<file path="src/rtl/wb_regfile.sv">
// Writeback stage: MEM/WB slot, load extraction, register file with zero register, retire counter.
// Optional macro WB_BYPASS_EN forwards the writeback value to read ports while it is being written.
module wb_regfile #(
  parameter int DATA_W = 32,
  parameter int ADDR_W = 5,
  parameter int NUM_RD = 2
) (
  input  logic                          clk,
  input  logic                          reset,
  input  logic                          in_valid,
  output logic                          in_ready,
  input  logic                          stall,
  input  logic                          flush,
  input  logic                          in_reg_write,
  input  logic [ADDR_W-1:0]             in_rd,
  input  logic [DATA_W-1:0]             in_alu_result,
  input  logic [DATA_W-1:0]             in_mem_data,
  input  logic                          in_mem_to_reg,
  input  logic [1:0]                    in_load_size,
  input  logic                          in_load_unsigned,
  input  logic [$clog2(DATA_W/8)-1:0]   in_byte_off,
  input  logic [31:0]                   in_pc,
  input  logic [NUM_RD*ADDR_W-1:0]      rd_addr,
  output logic [NUM_RD*DATA_W-1:0]      rd_data,
  output logic                          wb_valid,
  output logic                          wb_we,
  output logic [ADDR_W-1:0]             wb_rd,
  output logic [DATA_W-1:0]             wb_data,
  output logic [31:0]                   wb_pc,
  output logic [31:0]                   retire_count
);

  localparam int DEPTH = 2 ** ADDR_W;

  logic [DATA_W-1:0] w_shifted;
  logic [DATA_W-1:0] w_mask;
  logic [DATA_W-1:0] w_load;
  logic [DATA_W-1:0] w_result;
  logic              w_sign;
  logic              w_capture;
  logic              w_we;
  logic [ADDR_W-1:0] w_addr;

  logic              r_valid;
  logic              r_reg_write;
  logic [ADDR_W-1:0] r_rd;
  logic [DATA_W-1:0] r_data;
  logic [31:0]       r_pc;
  logic [31:0]       r_retire;
  logic [DATA_W-1:0] r_regs [DEPTH];

  assign in_ready  = !stall;
  assign w_capture = in_valid && !stall && !flush;

  // Offset is in bytes; alignment is not checked here.
  assign w_shifted = in_mem_data >> {in_byte_off, 3'b000};

  always_comb begin
    w_mask = '1;
    w_sign = 1'b0;
    case (in_load_size)
      2'd0: begin
        w_mask = DATA_W'(8'hFF);
        w_sign = w_shifted[7];
      end
      2'd1: begin
        w_mask = DATA_W'(16'hFFFF);
        w_sign = w_shifted[15];
      end
      2'd2: begin
        w_mask = DATA_W'(32'hFFFF_FFFF);
        w_sign = w_shifted[31];
      end
      default: begin
        w_mask = '1;
        w_sign = 1'b0;
      end
    endcase
  end

  assign w_load   = (w_shifted & w_mask) | ((!in_load_unsigned && w_sign) ? ~w_mask : '0);
  assign w_result = in_mem_to_reg ? w_load : in_alu_result;

  // Payload fields hold when the slot empties; only valid is cleared.
  always_ff @(posedge clk or posedge reset) begin
    if (reset) begin
      r_valid     <= 1'b0;
      r_reg_write <= 1'b0;
      r_rd        <= '0;
      r_data      <= '0;
      r_pc        <= '0;
    end else begin
      r_valid <= w_capture;
      if (w_capture) begin
        r_reg_write <= in_reg_write;
        r_rd        <= in_rd;
        r_data      <= w_result;
        r_pc        <= in_pc;
      end
    end
  end

  assign w_we = r_valid && r_reg_write && (r_rd != '0);

  always_ff @(posedge clk or posedge reset) begin
    if (reset) begin
      r_retire <= '0;
    end else if (r_valid) begin
      r_retire <= r_retire + 32'd1;
    end
  end

  always_ff @(posedge clk or posedge reset) begin
    if (reset) begin
      for (int i = 0; i < DEPTH; i++) begin
        r_regs[i] <= '0;
      end
    end else if (w_we) begin
      r_regs[r_rd] <= r_data;
    end
  end

  always_comb begin
    rd_data = '0;
    w_addr  = '0;
    for (int k = 0; k < NUM_RD; k++) begin
      w_addr = rd_addr[k*ADDR_W +: ADDR_W];
      if (w_addr != '0) begin
        rd_data[k*DATA_W +: DATA_W] = r_regs[w_addr];
`ifdef WB_BYPASS_EN
        if (w_we && (w_addr == r_rd)) begin
          rd_data[k*DATA_W +: DATA_W] = r_data;
        end
`endif
      end
    end
  end

  assign wb_valid     = r_valid;
  assign wb_we        = w_we;
  assign wb_rd        = r_rd;
  assign wb_data      = r_data;
  assign wb_pc        = r_pc;
  assign retire_count = r_retire;

endmodule

</file>
<file path="config.mk">
export PLATFORM = sky130hd
export DESIGN_NAME = wb_regfile
export DESIGN_NICKNAME = d
export VERILOG_FILES = /design/src/rtl/wb_regfile.sv
export SDC_FILE = /design/constraint.sdc
export NUM_CORES = 2
export LEC_CHECK = 0
export CORE_MARGIN = 1.5
export CORE_UTILIZATION = 60
export DETAILED_ROUTE_END_ITERATION = 7
export GPL_ROUTABILITY_DRIVEN = 0
export GPL_TIMING_DRIVEN = 0
export PLACE_DENSITY = 0.79
export REMOVE_ABC_BUFFERS = 1
export SYNTH_ARGS = -nofsm -noshare
export SYNTH_HDL_FRONTEND = slang
export SYNTH_SLANG_ARGS = --single-unit
</file>
<file path="constraint.sdc">
create_clock -name clk -period 44 [get_ports clk]
set_clock_uncertainty 0.15 [all_clocks]
set_input_delay 8.8 -clock clk [delete_from_list [all_inputs] [get_ports clk]]
set_output_delay 8.8 -clock clk [all_outputs]
set_load 0.005 [all_outputs]
</file>
## Word-level counts from Yosys, hierarchy flattened

Cells that the tools add are included.

- Output and inout port bits: 168
- Input port bits: 123
- Word-level logic and storage cells: 80
- Flip-flop bits (word level): 1127

- $add $sub $neg: 1
- Eq/ne operators: 2
- Shift-type cells: 1
- Order comparisons: 4
- Bitwise gates (word level): 6
- Mux-type cells: 15
- Reductions and logical operators: 13

Operator list:

| cell | number |
|---|---|
| bitwise mux 1024 bit | 1 |
| binary-select mux 32 bit (select 5 bit) | 2 |
| two-way mux 32 bit | 9 |
| demux 32 bit (select 5 bit) | 1 |
| one-hot mux 32 bit (2 select lines) | 1 |
| adder 32 x 1 -> 32 bit (second input constant) | 1 |
| bitwise AND 32 bit | 1 |
| inverter 32 bit | 1 |
| OR 32 bit | 1 |
| right shift 32 x 5 -> 32 bit | 1 |
| greater-or-equal comparator 6 bit (second input constant) | 3 |
| inverter 5 -> 6 bit | 3 |
| nonzero test 5 bit | 3 |
| logical AND 1 bit | 6 |
| less-than comparator 6 x 1 -> 1 bit (second input constant) | 1 |
| logical NOT 1 bit | 3 |
| one-hot mux 1 bit (3 select lines) | 1 |
| == test 2 x 1 -> 1 bit (second input constant) | 1 |
| == test 2 bit (second input constant) | 1 |
| logical NOT 2 bit | 1 |

## Logic depth before layout (Yosys ltp)

- Depth after elaboration: 6
- Depth in mapped cells: 7
- Mapped depth without buffers: 5

## Least setup slack after synthesis

OpenSTA, ideal clock, no wires.

- Kind: input to output
- Start point: input port rd_addr[6]
- End point: output port rd_data[34]
- Cell stages on the path: 6
- Required time: 35.050 ns
- Buffers on the path: 2
- Path slack: 24.840 ns
- Arrival: 10.210 ns
- Cell sequence: buf_2 buf_2 mux4_2 mux2_2 o21ai_0 a311oi_1

- Word-level cells in the longest chain between the ends: 5
- Elaborated cells between the ends (all ways): 6

Ends and longest elaborated chain:

| item | line | source |
|---|---|---|
| from (decl) | 23 | `input logic [NUM_RD*ADDR_W-1:0] rd_addr,` |
| inverter 5 -> 6 bit (implied by the code) | 129 | `rd_data[k*DATA_W +: DATA_W] = r_regs[w_addr];` |
| binary-select mux 32 bit (select 5 bit) | 129 |  |
| two-way mux 32 bit (implied by the code) (2 in a row) | 129 |  |
| two-way mux 32 bit (*) | 128 | `if (w_addr != '0) begin` |
| to (decl) | 24 | `output logic [NUM_RD*DATA_W-1:0] rd_data,` |

Every way passes the cells marked *; elsewhere a longest branch is shown, timed or not. The select of a mux whose other input is x is not followed.

## Worst setup path in the final report

- Start point: input port rd_addr[5]
- End point: output port rd_data[62]

Same word-level chain as after synthesis.

==> key figures <==
Placement
  – Final HPWL DP: 107 mm
  – DP Worst Slack: approximately 22 ns
  – # port buffers: just under 300
  – Placed Instances: ~5300
  – Post-DP Area: 0.0637 mm²

Cells and area
  – Area Growth Syn to Fin: 14.6%
  – Storage cell area: approximately 0.028 mm²
  – Layout Utilization: a little over two thirds
  – Layout cells sized above 1: between 40% and 50%
  – Layout fillers: between 6000 and 7000
  – Area of the multi-input gates: just under 0.03 mm²
  – Commonest non-fill, non-tap cells in the layout: 1127 x dfrtp_1, 1092 x mux2_2, 449 x mux4_2
  – Fin cells: 5473
  – Design area: between 0.06 and 0.07 mm²
  – Final Net Count: between 4000 and 5000
  – Commonest non-fill, non-tap cell in the layout: dfrtp_1

Synth
  – FFs w/ async S/R, synth: 100%
  – Top_reg_cell synth: dfrtp_1
  – Post-synth EDFFs: 0
  – Largest family of logic cells by synthesized area: multiplexers
  – Number of synthesized register bits: 1127
  – Post-synthesis cell area: between 0.05 and 0.06 mm²
  – Seq/Total Area, Yosys: a little under half
  – Simple-Gate Fraction of Synth Area: under 10%
  – XOR/XNOR Fraction of Synth Area: 0.459%
  – Warnings, synthesis: 0
  – Synth Area per Inst: ~15 µm²
  – Multiplexer share of the synthesized area: between 40% and 50%
  – Synth Area in Adders: 0.0212%
  – Compound-gate portion of the synthesized area: approximately 5.1%
  – Distinct cell type count after synthesis: 47
  – Syn Inst Count: approximately 4100

Drt
  – Vias per cell: 7.22
  – Drt wl/cell: approximately 33 µm
  – DR pass1 iterations: 6
  – DRT antenna net count: 0
  – Detailed-route DRC error count: 0
  – Max layer used: met5
  – DR vias: 39535
  – Met3 Wirelength: around 20 mm
  – Iter 0 DRT Violations: between 4000 and 5000
  – Met1 Wirelength: between 60 and 70 mm
  – Post-Route WL: 180 mm
  – Met2 Wirelength: between 80 and 90 mm

Clocking
  – Total CTS buffers: between 100 and 150
  – Post-cts resize count: 0
  – Clock sink count: approximately 1100
  – Clock Latency Late Sink: between 0.7 and 0.8 ns
  – CTS Root Cell: clkbuf_16
  – Hold_buf cts: 0
  – Clock transition at path regs: 0.06 ns
  – H-tree levels: 3
  – Max Root-Sink Buffers: 3
  – TritonCTS clock tree: done
  – Postcts setup bufs: 0

Worst setup path
  – Worst EP arrival: 13.45 ns
  – Startpoint types: primary input
  – WP data required: about 35 ns
  – Crit end category: output pin
  – WS Path Type: in2out
  – Critical path origin: rd_addr[5]
  – CP max FO: 40
  – Reg-to-reg startpoint: wb_rd[2]

Job
  – Max-Cap Viols: 0

Global route
  – Initial antenna violation count: 4
  – GRT Overall Usage: a little over a third
  – Total gr overflow: 0
  – Vias in the first global route: 40891
  – Largest net degree at the start of global routing: ~130
  – First-pass GRT wire length: 267 mm

STA
  – Final worst slack: between 20 and 25 ns
  – Fin. Hold Viols: 0
  – Setup TNS after final layout: 0 ns
  – Slew headroom: under 10%
  – Hold_ws: approximately 0.25 ns
  – RSZ-0062 raised after global routing: no
  – Final Max Slew Viols: 0
  – Worst-margin pin slew: 1.42 ns
  – Max Fclk: between 0.04 and 0.05 GHz
  – Final setup viols: 0
  – Final critical-path share of the clock period: about half
  – Min Tclk post-route: around 22 ns

Floorplan
  – Horiz. Die Dim: 317 µm
  – Die height: roughly 320 µm
  – # IOs: around 290
  – Area of the core: 0.0971 mm²
  – Die Area: 0.100 mm²
  – Core Rows: ~110
  – Initial Util: 60.8%

Power and ir drop
  – Pleak: slightly above 30 nW
  – Worst vdd ir: 38.5 µV
  – Overall Power: between 2 and 3 mW
  – PD cells: between 40 and 50 mW/mm²

Worst hold path
  – Startpoint of the worst hold path: r_regs[1004]
  – Worst Hold Class: reg2reg

Run status
  – Status: completed
-- critical path, cell delays in order --
cell and delay, ns:
buf_6 0.40, buf_16 0.38, inv_4 0.32, buf_16 0.32, nor2_1 0.99, a22oi_1 0.30, a311oi_1 1.09, clkdlybuf4s50_1 0.69
-- cell families after synthesis --
kind of cell / Yosys count
AO/OA/AOI/OAI: 418
flip-flops: 1127
buffers and inverters: 459
multiplexers: 1695
XOR/XNOR: 31
AND/OR/NAND/NOR: 333
adder cells (fa/ha/maj): 1
-- power by group --
group          switching (mW)  internal (mW)
Combinational           0.179          0.260
Sequential              0.146           1.16
Clock                   0.425          0.613
Total                   0.751           2.03
-- area by class of cell --
| class | count | share of cell area (%) |
|---|---|---|
| multi-input cells | 2478 | 43.1 |
| flip-flops and latches | 1127 | 41.7 |
| repair buffers | 364 | 6.86 |
| clock buffers | 175 | 5.07 |
| well taps | 1276 | 2.36 |
| clock inverters | 45 | 0.859 |
| inverters | 6 | 0.0517 |
| diodes | 2 | 0.00739 |
-- routing by layer --
layer / vias up / track usage, %
li1: 15686 / -
met1: 20916 / 48.5
met2: 2338 / 55.4
met3: 591 / 10.3
met4: 4 / 17.8
met5: - / 0
-- synthesized netlist by cell type, types with 5 or more instances --
library cell,number,area (µm²)
buf_4,16,120
nor2b_1,77,482
o2bb2ai_1,7,61.3
a221oi_1,70,613
xor2_1,5,43.8
a211oi_1,64,480
mux2i_1,144,1440
nor2_1,85,319
xnor2_1,26,228
nor3_1,5,25.0
mux4_2,449,10100
a311oi_1,64,561
o21ai_1,9,45.0
and2_1,5,31.3
mux2_2,1092,12300
mux2_1,10,113
buf_2,135,676
o21ai_0,103,515
o2111ai_1,18,158
inv_1,5,18.8
dfrtp_1,1127,28200
nand2_1,100,375
clkbuf_1,242,908
a21oi_1,9,45.0
nand4_1,12,75.1
nand3_1,18,90.1
buf_1,58,218
a31oi_1,7,43.8
a22oi_1,64,480
-- sequential cells by signal, summed over array words and instances (netlist names) --
signal and flops:
wb_pc 32, wb_rd 5, wb_valid 1, r_reg_write 1, r_regs 1024, wb_data 32, retire_count 32
-- final timing paths --
check                                to  slack [ns]  cells past startpoint
setup / recovery            rd_data[62]       21.60                      8
hold / removal             r_regs[1004]        0.25                      0
setup reg to reg            r_regs[822]       40.54                      3
hold reg to reg            r_regs[1004]        0.25                      0
max in group asynchronous  r_regs[1001]       32.65                      6
min in group asynchronous     wb_pc[12]        8.39                      2
(Power assumes the default switching activity.)
